File: src/rtl/crossing_request_if.sv
// Signals between the crossing button, the light controller and crossing_request.
// master is the board/controller side; slave is the request generator.
interface crossing_request_if;
  logic raw_btn;
  logic red_light;
  logic yellow_light;
  logic green_light;
  logic start_btn;
  logic req_pending;
  logic busy;
  logic light_fault;

  modport master (
    output raw_btn, red_light, yellow_light, green_light,
    input  start_btn, req_pending, busy, light_fault
  );

  modport slave (
    input  raw_btn, red_light, yellow_light, green_light,
    output start_btn, req_pending, busy, light_fault
  );
endinterface

File: src/rtl/crossing_request.sv
// Pedestrian request generator: debounces the crossing button, latches a request and
// issues a start_btn pulse after a minimum stable red, then tracks the light cycle.
module crossing_request #(
  parameter int DEBOUNCE_CYCLES = 1_000_000,
  parameter int MIN_RED_CYCLES  = 200_000_000,
  parameter int PULSE_CYCLES    = 4,
  parameter int ACK_TIMEOUT     = 16
) (
  input  logic              clk,
  input  logic              rst,
  crossing_request_if.slave io
);

  localparam int DB_W = $clog2(DEBOUNCE_CYCLES + 1);
  localparam int DW_W = $clog2(MIN_RED_CYCLES + 1);
  localparam int PC_W = $clog2(PULSE_CYCLES + 1);
  localparam int WC_W = $clog2(ACK_TIMEOUT + 1);

  localparam logic [DB_W-1:0] DB_LAST    = DB_W'(DEBOUNCE_CYCLES - 1);
  localparam logic [DW_W-1:0] DWELL_FULL = DW_W'(MIN_RED_CYCLES);
  localparam logic [PC_W-1:0] PULSE_LAST = PC_W'(PULSE_CYCLES - 1);
  localparam logic [WC_W-1:0] WAIT_LAST  = WC_W'(ACK_TIMEOUT - 1);

  typedef enum logic [2:0] {
    IDLE       = 3'd0,
    ARMED      = 3'd1,
    PULSE      = 3'd2,
    WAIT_GREEN = 3'd3,
    CYCLE      = 3'd4
  } state_t;

  function automatic logic multi_hot(input logic r, input logic y, input logic g);
    return (r & y) | (r & g) | (y & g);
  endfunction

  logic            sync1_q, sync1_d;
  logic            btn_s_q, btn_s_d;
  logic            btn_db_q, btn_db_d;
  logic            btn_db_prev_q, btn_db_prev_d;
  logic [DB_W-1:0] db_cnt_q, db_cnt_d;
  logic [DW_W-1:0] dwell_q, dwell_d;
  logic [PC_W-1:0] pulse_cnt_q, pulse_cnt_d;
  logic [WC_W-1:0] wait_cnt_q, wait_cnt_d;
  logic            req_pending_q, req_pending_d;
  logic            light_fault_q, light_fault_d;
  logic            start_btn_q, start_btn_d;
  logic            busy_q, busy_d;
  state_t          state_q, state_d, state_nat_s;

  logic red_only_s;
  logic timeout_s;
  logic rise_s;

  assign red_only_s = io.red_light & ~io.yellow_light & ~io.green_light;
  assign timeout_s  = (state_q == WAIT_GREEN) & ~io.green_light & (wait_cnt_q == WAIT_LAST);
  assign rise_s     = btn_db_q & ~btn_db_prev_q;

  always_comb begin
    btn_db_d = btn_db_q;
    db_cnt_d = db_cnt_q;
    if (btn_s_q == btn_db_q) begin
      db_cnt_d = '0;
    end else if (db_cnt_q == DB_LAST) begin
      btn_db_d = btn_s_q;
      db_cnt_d = '0;
    end else begin
      db_cnt_d = db_cnt_q + DB_W'(1);
    end
  end

  // Dwell restarts during CYCLE and after an unacknowledged pulse so every issue sees a full red.
  always_comb begin
    dwell_d = dwell_q;
    if ((state_q == CYCLE) || timeout_s || !red_only_s) begin
      dwell_d = '0;
    end else if (dwell_q == DWELL_FULL) begin
      dwell_d = dwell_q;
    end else begin
      dwell_d = dwell_q + DW_W'(1);
    end
  end

  always_comb begin
    state_nat_s = state_q;
    pulse_cnt_d = pulse_cnt_q;
    wait_cnt_d  = wait_cnt_q;
    case (state_q)
      IDLE: begin
        if (req_pending_q && (dwell_d == DWELL_FULL)) state_nat_s = ARMED;
        else                                          state_nat_s = IDLE;
      end
      ARMED: begin
        if (red_only_s) begin
          state_nat_s = PULSE;
          pulse_cnt_d = '0;
        end else begin
          state_nat_s = IDLE;
        end
      end
      PULSE: begin
        if (pulse_cnt_q == PULSE_LAST) begin
          state_nat_s = WAIT_GREEN;
          wait_cnt_d  = '0;
        end else begin
          pulse_cnt_d = pulse_cnt_q + PC_W'(1);
        end
      end
      WAIT_GREEN: begin
        if (io.green_light)  state_nat_s = CYCLE;
        else if (timeout_s)  state_nat_s = IDLE;
        else                 wait_cnt_d  = wait_cnt_q + WC_W'(1);
      end
      CYCLE: begin
        if (red_only_s) state_nat_s = IDLE;
        else            state_nat_s = CYCLE;
      end
      default: state_nat_s = IDLE;
    endcase
    if (light_fault_q) state_d = IDLE;
    else               state_d = state_nat_s;
  end

  // A new button edge wins over the acknowledge clear in the same cycle.
  always_comb begin
    sync1_d       = io.raw_btn;
    btn_s_d       = sync1_q;
    btn_db_prev_d = btn_db_q;
    start_btn_d   = (state_d == PULSE);
    busy_d        = (state_d == PULSE) || (state_d == WAIT_GREEN) || (state_d == CYCLE);
    light_fault_d = light_fault_q | multi_hot(io.red_light, io.yellow_light, io.green_light);
    if (rise_s)                                             req_pending_d = 1'b1;
    else if ((state_q == WAIT_GREEN) && (state_d == CYCLE)) req_pending_d = 1'b0;
    else                                                    req_pending_d = req_pending_q;
  end

  always_ff @(posedge clk) begin
    if (rst) begin
      sync1_q       <= 1'b0;
      btn_s_q       <= 1'b0;
      btn_db_q      <= 1'b0;
      btn_db_prev_q <= 1'b0;
      db_cnt_q      <= '0;
      dwell_q       <= '0;
      pulse_cnt_q   <= '0;
      wait_cnt_q    <= '0;
      req_pending_q <= 1'b0;
      light_fault_q <= 1'b0;
      start_btn_q   <= 1'b0;
      busy_q        <= 1'b0;
      state_q       <= IDLE;
    end else begin
      sync1_q       <= sync1_d;
      btn_s_q       <= btn_s_d;
      btn_db_q      <= btn_db_d;
      btn_db_prev_q <= btn_db_prev_d;
      db_cnt_q      <= db_cnt_d;
      dwell_q       <= dwell_d;
      pulse_cnt_q   <= pulse_cnt_d;
      wait_cnt_q    <= wait_cnt_d;
      req_pending_q <= req_pending_d;
      light_fault_q <= light_fault_d;
      start_btn_q   <= start_btn_d;
      busy_q        <= busy_d;
      state_q       <= state_d;
    end
  end

  assign io.start_btn   = start_btn_q;
  assign io.req_pending = req_pending_q;
  assign io.busy        = busy_q;
  assign io.light_fault = light_fault_q;

endmodule

File: src/flat_wrapper.sv
// flat-port wrapper written by rule: the top's interface ports become plain ports
module crossing_request_flat 
#(
  parameter int DEBOUNCE_CYCLES = 1_000_000,
  parameter int MIN_RED_CYCLES  = 200_000_000,
  parameter int PULSE_CYCLES    = 4,
  parameter int ACK_TIMEOUT     = 16
)
  (clk, rst, io_raw_btn, io_red_light, io_yellow_light, io_green_light, io_start_btn, io_req_pending, io_busy, io_light_fault);
  crossing_request_if io_i ();
  input  logic clk;
  input  logic rst;
  input wire logic [$bits(io_i.raw_btn)-1:0] io_raw_btn;
  input wire logic [$bits(io_i.red_light)-1:0] io_red_light;
  input wire logic [$bits(io_i.yellow_light)-1:0] io_yellow_light;
  input wire logic [$bits(io_i.green_light)-1:0] io_green_light;
  output wire logic [$bits(io_i.start_btn)-1:0] io_start_btn;
  output wire logic [$bits(io_i.req_pending)-1:0] io_req_pending;
  output wire logic [$bits(io_i.busy)-1:0] io_busy;
  output wire logic [$bits(io_i.light_fault)-1:0] io_light_fault;
  assign io_i.raw_btn = io_raw_btn;
  assign io_i.red_light = io_red_light;
  assign io_i.yellow_light = io_yellow_light;
  assign io_i.green_light = io_green_light;
  assign io_start_btn = io_i.start_btn;
  assign io_req_pending = io_i.req_pending;
  assign io_busy = io_i.busy;
  assign io_light_fault = io_i.light_fault;
  crossing_request #(.DEBOUNCE_CYCLES(DEBOUNCE_CYCLES), .MIN_RED_CYCLES(MIN_RED_CYCLES), .PULSE_CYCLES(PULSE_CYCLES), .ACK_TIMEOUT(ACK_TIMEOUT)) u_core (.clk(clk), .rst(rst), .io(io_i));
endmodule
File: config.mk
export PLATFORM = sky130hd
export DESIGN_NAME = crossing_request_flat
export DESIGN_NICKNAME = d
export VERILOG_FILES = /design/src/rtl/crossing_request_if.sv /design/src/rtl/crossing_request.sv /design/src/flat_wrapper.sv
export SDC_FILE = /design/constraint.sdc
export NUM_CORES = 1
export LEC_CHECK = 0
export ABC_AREA = 1
export CELL_PAD_IN_SITES_DETAIL_PLACEMENT = 1
export CELL_PAD_IN_SITES_GLOBAL_PLACEMENT = 1
export CORE_MARGIN = 3
export CORE_UTILIZATION = 35
export CTS_CLUSTER_SIZE = 40
export DETAILED_ROUTE_END_ITERATION = 10
export HOLD_SLACK_MARGIN = 0.05
export PLACE_DENSITY = 0.69
export RECOVER_POWER = 100
export SETUP_SLACK_MARGIN = 0.05
export SLEW_MARGIN = 5
export SYNTH_ARGS = -nofsm -noshare
export SYNTH_HDL_FRONTEND = slang
export SYNTH_SLANG_ARGS = --single-unit
File: constraint.sdc
create_clock -name clk -period 2.08 [get_ports clk]
set_clock_uncertainty 0.05 [all_clocks]
set_input_delay 0.52 -clock clk [delete_from_list [all_inputs] [get_ports clk]]
set_output_delay 0.52 -clock clk [all_outputs]
set_load 0.02 [all_outputs]
# Word level (Yosys, flattened, before mapping)
# Cells that the tools add are included.
[word_totals] mem_bits_ro=0 regBits=67 memories=0 ramBits=0 latch_bits=0 input_bits=6 output_inout_bits=4
[op_classes] magnitude_cmp=0 multipliers=0 shifts=0 n_addsub=4 muxes=19 n_eq_ne=18 div_mod_pow=0 reduce_logical=15 bitwise_logic=15
[ops] operator="$eq A28 B28 Y1 const B" n=2
[ops] operator="$mux W28" n=2
[ops] operator="$add A28 B1 Y28 const B" n=1
[ops] operator="$mux W3" n=7
[ops] operator="$add A20 B1 Y20 const B" n=1
[ops] operator="$eq A20 B20 Y1 const B" n=1
[ops] operator="$eq A3 B2 Y1 const B" n=5
[ops] operator="$mux W5" n=3
[ops] operator="$pmux W3 S5" n=1
[ops] operator="$pmux W5 S2" n=1
[ops] operator="$and A1 B1 Y1" n=8
[ops] operator="$eq A3 B3 Y1 const B" n=2
[ops] operator="$ne A2 B2 Y1 const B" n=3
[ops] operator="$pmux W3 S2" n=1
[ops] operator="$reduce_bool A2 Y1" n=3
[ops] operator="$add A5 B1 Y5 const B" n=1
[ops] operator="$eq A5 B4 Y1 const B" n=1
[ops] operator="$logic_or A1 B1 Y1" n=4
[ops] operator="$ne A2 B1 Y1 const B" n=2
[ops] operator="$not A1 Y1" n=4
[ops] operator="$reduce_and A4 Y1" n=1
[ops] operator="$add A3 B1 Y3 const B" n=1
[ops] operator="$eq A3 B1 Y1 const B" n=1
[ops] operator="$logic_not A3 Y1" n=1
[ops] operator="9 further kinds" n=14

# Depth between registers and ports, before layout
[depth] ltp_word=15 ltp_mapped=16 mapped_depth_nobuf=16

# Least setup slack after synthesis
# OpenSTA, ideal clock, no wires.
[synth_timing] path_type="flip-flop to flip-flop" from="register u_core.wait_cnt_q[1]" to="register u_core.state_q[0]" period_less_slack_ps=1893 slack_ps=187 t_required_ps=1967 stages_incl_launch_ff=16 setup_time_ps=63 arrival_time_ps=1780 cell_sequence="dfxtp_1 > ha_1 > inv_1 > nor3_1 > ha_1 > nand3_2 > nand2_4 > inv_4 > buf_6 > a21oi_2 > nand4_1 > nor2_1 > nand3_1 > nand2_1 > nand2_1 > nor2_2"
[synth_via] elab_chain_cells=10
[synth_rtl] item="start: declaration" line_no="crossing_request.sv:43" rtl="logic [WC_W-1:0] wait_cnt_q, wait_cnt_d;"
[synth_rtl] item="start signal: assignment" line_no="crossing_request.sv:159" rtl="wait_cnt_q <= wait_cnt_d;"
[synth_rtl] item="$eq A5 B4 Y1 *" line_no="crossing_request.sv:55" rtl="assign timeout_s = (state_q == WAIT_GREEN) & ~io.green_light & (wait_cnt_q == WAIT_LAST);"
[synth_rtl] item="$and A1 B1 Y1 *" line_no="crossing_request.sv:55"
[synth_rtl] item="$logic_or A1 B1 Y1 (2 in series)" line_no="crossing_request.sv:74" rtl="if ((state_q == CYCLE) || timeout_s || !red_only_s) begin"
[synth_rtl] item="$mux W28" line_no="crossing_request.sv:74"
[synth_rtl] item="$eq A28 B28 Y1" line_no="crossing_request.sv:89" rtl="if (req_pending_q && (dwell_d == DWELL_FULL)) state_nat_s = ARMED;"
[synth_rtl] item="$logic_and A1 B1 Y1" line_no="crossing_request.sv:89"
[synth_rtl] item="$mux W1" line_no="crossing_request.sv:89"
[synth_rtl] item="$pmux W3 S5 *" line_no="crossing_request.sv:87" rtl="case (state_q)"
[synth_rtl] item="$mux W3 *" line_no="crossing_request.sv:119" rtl="if (light_fault_q) state_d = IDLE;"
[synth_rtl] item="end signal: assignment" line_no="crossing_request.sv:164" rtl="state_q <= state_d;"
[synth_rtl] item="end: declaration" line_no="crossing_request.sv:48" rtl="state_t state_q, state_d, state_nat_s;"
# Mark *: on every way between the ends. The rest lies on a longest branch, timed or not.
# A chain may end at the register's enable or synchronous reset.

# Worst setup path after layout
[layout_timing] from="register u_core.dwell_q[5]" to="register u_core.state_q[0]"
[layout_via] elab_chain_cells=8
[layout_rtl] item="start: declaration" line_no="crossing_request.sv:41" rtl="logic [DW_W-1:0] dwell_q, dwell_d;"
[layout_rtl] item="start signal: assignment" line_no="crossing_request.sv:157" rtl="dwell_q <= dwell_d;"
[layout_rtl] item="$add A28 B1 Y28 / $eq A28 B28 Y1 (equally long branches)" line_no="crossing_request.sv:79, crossing_request.sv:76"
[layout_rtl] item="$mux W28 *" line_no="crossing_request.sv:76" rtl="end else if (dwell_q == DWELL_FULL) begin"
[layout_rtl] item="$mux W28 *" line_no="crossing_request.sv:74"
[layout_rtl] item="$eq A28 B28 Y1 *" line_no="crossing_request.sv:89"
[layout_rtl] item="$logic_and A1 B1 Y1 *" line_no="crossing_request.sv:89"
[layout_rtl] item="$mux W1 *" line_no="crossing_request.sv:89"
[layout_rtl] item="$pmux W3 S5 *" line_no="crossing_request.sv:87"
[layout_rtl] item="$mux W3 *" line_no="crossing_request.sv:119"
# Marks and branches as above.

==> results.json <==
{
  "ir_drop_uv": 452,
  "status": "finished, final reports clean",
  "slowest_stage": "dfxtp_2",
  "synth-seq-cells": 67,
  "dr.pass1.iters": 4,
  "hpwl_um": 8680,
  "crit_top_cell": "nand2_1",
  "crit_family": "simple AND/OR/NAND/NOR gates",
  "finalSetupViolCount": 0,
  "place_congestion": 0.877,
  "synth_fa_ha_area_frac": 0.0239,
  "n_antenna_cell": 0,
  "synthMuxAreaShare": 0,
  "synth-simple-area-share": 0.440,
  "rows": 36,
  "finalWirelength_um": 11800,
  "yosysTopAreaCell": "dfxtp_1",
  "period_needed_ns": 2.06,
  "hold_buffers": 0,
  "yosysMostFrequentCell": "nand2_1",
  "finalCoreUtilization": 0.478,
  "drv_slew": 0,
  "cp_num_cells": 14,
  "clkSlewWorstSetupHoldPaths_ns": 0.08,
  "rsz0062_at_grt": "yes",
  "start_util": 0.367,
  "crit_path_max_incr_delay_ns": 0.41,
  "worstMarginPinSlew_ns": 0.477,
  "rr_endpoint": "u_core.state_q[0]",
  "cts.sinks": 67,
  "clock.fmax_mhz": 486,
  "synthFlopType": "dfxtp_1",
  "crit_end": "u_core.state_q[0]",
  "die_h_um": 108,
  "syn_inst": 578,
  "synth_edf_count": 0,
  "port-buffer-count": 9,
  "p_leak_uw": 0.00182,
  "drive_gt1_frac": 0.214,
  "wl_per_cell_um": 15.2,
  "overflow": 0,
  "final_cells": 777,
  "syn2layout_area_growth_pct": 30.2,
  "crit_path_end_kind": "flop",
  "synth.area.top_cells": "dfxtp_1, nand2_1, nor2_1",
  "r2r_slack_ns": 0.02,
  "drt-initial-drc-count": 134,
  "vias": 3923,
  "drv_cap": 0,
  "grt_first_pass_wirelength_um": 19000,
  "clk_path_buf_depth": 2,
  "timing.critical_path.cells": "nand2_1 -> nor2_2 -> nand2_2 -> nor2_4 -> nand2_1 -> nand3_4 -> nand2_1 -> nor2_1 -> nand3_1 -> nor2_1 -> nand3_1 -> nand2_1 -> nand2_1 -> nor2_2",
  "die_area_um2": 11800,
  "synth.yosys.seq_area_share": 0.365,
  "worstPathRequired_ns": 2.31,
  "ios": 10,
  "slew_headroom": 0.679,
  "startpoint": "u_core.dwell_q[5]",
  "cts_buffers": 9,
  "synth.cell_area_um2": 3670,
  "r2r_cells": 14,
  "htree_levels": 3,
  "die_x_um": 108,
  "core_um2": 10000,
  "synth_compound_area_frac": 0.0610,
  "ys_warn_count": 0,
  "placed_cells": 750,
  "grt_start_max_net_pins": 34,
  "grt_pass1_vias": 4018,
  "ys_top_cells_by_count": "nand2_1, nor2_1, inv_1",
  "fin_area_um2": 4780,
  "start_kind": "flop",
  "total_power_uw": 2720,
  "synth_cell_types": 35,
  "worstPathArrival_ns": 2.29,
  "clk_latency_ns": 0.35,
  "antenna_found_initial": 0,
  "avgSynthCellArea_um2": 6.35,
  "grt_usage": 0.207,
  "post_dp_cell_area_um2": 4190,
  "root_buffer": "clkbuf_8",
  "cts_tree": "done",
  "path_buf_inv": 0,
  "drc": 0,
  "synth_nets": 591,
  "period_share": 0.989,
  "hold_violations": 0,
  "worstSetupPathType": "flop to flop",
  "synth-xor-area-share": 0.0167,
  "hp-class": "flop to flop",
  "p_per_area_nw_per_um2": 570,
  "synth_top_cell_area_share": 0.365,
  "final_nets": 652,
  "vias_per_cell": 5.05,
  "drtAntennaViolNets": 0,
  "r2r_start": "u_core.dwell_q[5]",
  "async_flop_share": 0,
  "cp_max_fo": 5,
  "synth_top_family_by_area": "simple AND/OR/NAND/NOR gates"
}
[cells by family after synthesis]
| logic type | after synthesis |
|---|---|
| fa+ha+maj | 7 |
| flops | 67 |
| xor+xnor | 7 |
| simple gates | 369 |
| buf+inv | 88 |
| compound gates | 40 |
[layer usage]
layer / vias to the layer above / share of wire / global-route usage
met5: - / 0 / 0
met1: 1870 / 0.45 / 0.267
met3: 18 / 0.044 / 0.0382
met2: 80 / 0.48 / 0.342
met4: 0 / 0.020 / 0.0794
li1: 1955 / - / -
[final cells by class]
| cell class | count | area (um^2) |
|---|---|---|
| flip-flops and latches | 67 | 1360 |
| repair buffers | 57 | 483 |
| well taps | 133 | 166 |
| multi-input cells | 423 | 2210 |
| clock inverters | 4 | 97.6 |
| inverters | 80 | 308 |
| repair inverters | 1 | 11.3 |
| fillers | 1317 | 5220 |
| clock buffers | 12 | 145 |
[power breakdown]
| part | internal (uW) | total (uW) | switching, uW |
|---|---|---|---|
| Clock | 831 | 1350 | 515 |
| Combinational | 38.2 | 91.4 | 53.2 |
| Sequential | 1280 | 1290 | 3.18 |
| Total | 2150 | 2720 | 571 |
[worst min-delay path by stage]
stage                        from                 end  slack, ns  cells past startpoint
2_1_floorplan      u_core.btn_s_d      u_core.btn_s_q       0.34                      2
3_3_place_gp       u_core.btn_s_d      u_core.btn_s_q       0.34                      2
3_5_place_dp       u_core.btn_s_d      u_core.btn_s_q       0.37                      2
4_1_cts            u_core.btn_s_d      u_core.btn_s_q       0.38                      2
5_1_grt            u_core.btn_s_d      u_core.btn_s_q       0.39                      2
6_report       u_core.db_cnt_q[0]  u_core.db_cnt_q[0]       0.37                      1
[sequential cells by signal, summed over array words and instances (netlist names), 3 cells and up]
| register | cells |
|---|---|
| u_core.pulse_cnt_q | 3 |
| u_core.state_q | 3 |
| u_core.dwell_q | 28 |
| u_core.db_cnt_q | 20 |
| u_core.wait_cnt_q | 5 |
[stage by stage]
step           hold WS, ns  TNS (ns)  setup WS, ns
2_1_floorplan        0.338         0         0.187
4_1_cts              0.377    -0.123       -0.0670
6_report             0.371         0        0.0234
3_3_place_gp         0.342    -0.997        -0.281
5_1_grt              0.390    -0.406        -0.227
3_5_place_dp         0.367     -1.90        -0.376
[worst register-to-register path, cell delays in order, from the launching register on]
cell	delay (ns)
dfxtp_2	0.41
nand2_1	0.16
nor2_2	0.21
nand2_2	0.13
nor2_4	0.16
nand2_1	0.11
nand3_4	0.10
nand2_1	0.06
nor2_1	0.11
nand3_1	0.08
nor2_1	0.12
nand3_1	0.08
nand2_1	0.08
nand2_1	0.06
nor2_2	0.07
[repair_timing]
| action | in CTS | in global routing |
|---|---|---|
| pin swaps | 7 | 15 |
| cloned | 0 | 1 |
| resized for setup | 19 | 64 |
| setup endpoints to repair | 3 | 22 |
| setup buffers | 4 | 6 |
[layout by cell type, fill, tap and decap left out, types with 3 or more instances in the layout]
master           count
nor2_4              11
ha_2                 3
nand3_1             38
xor2_1               5
buf_6                4
dfxtp_2             11
inv_2                4
nand4_1             13
inv_1               75
clkbuf_8            10
nand3_4              3
nor2_2              13
buf_4               43
nand3_2              6
ha_1                 3
o21ai_0              5
nand2_1            133
nor3_1              17
nor4_1               7
clkdlybuf4s50_1      7
dfxtp_1             54
a21oi_1             20
bufinv_16            3
nand2_2             11
nor2_1             105
nor3b_1              5
(Power assumes the default switching activity.)
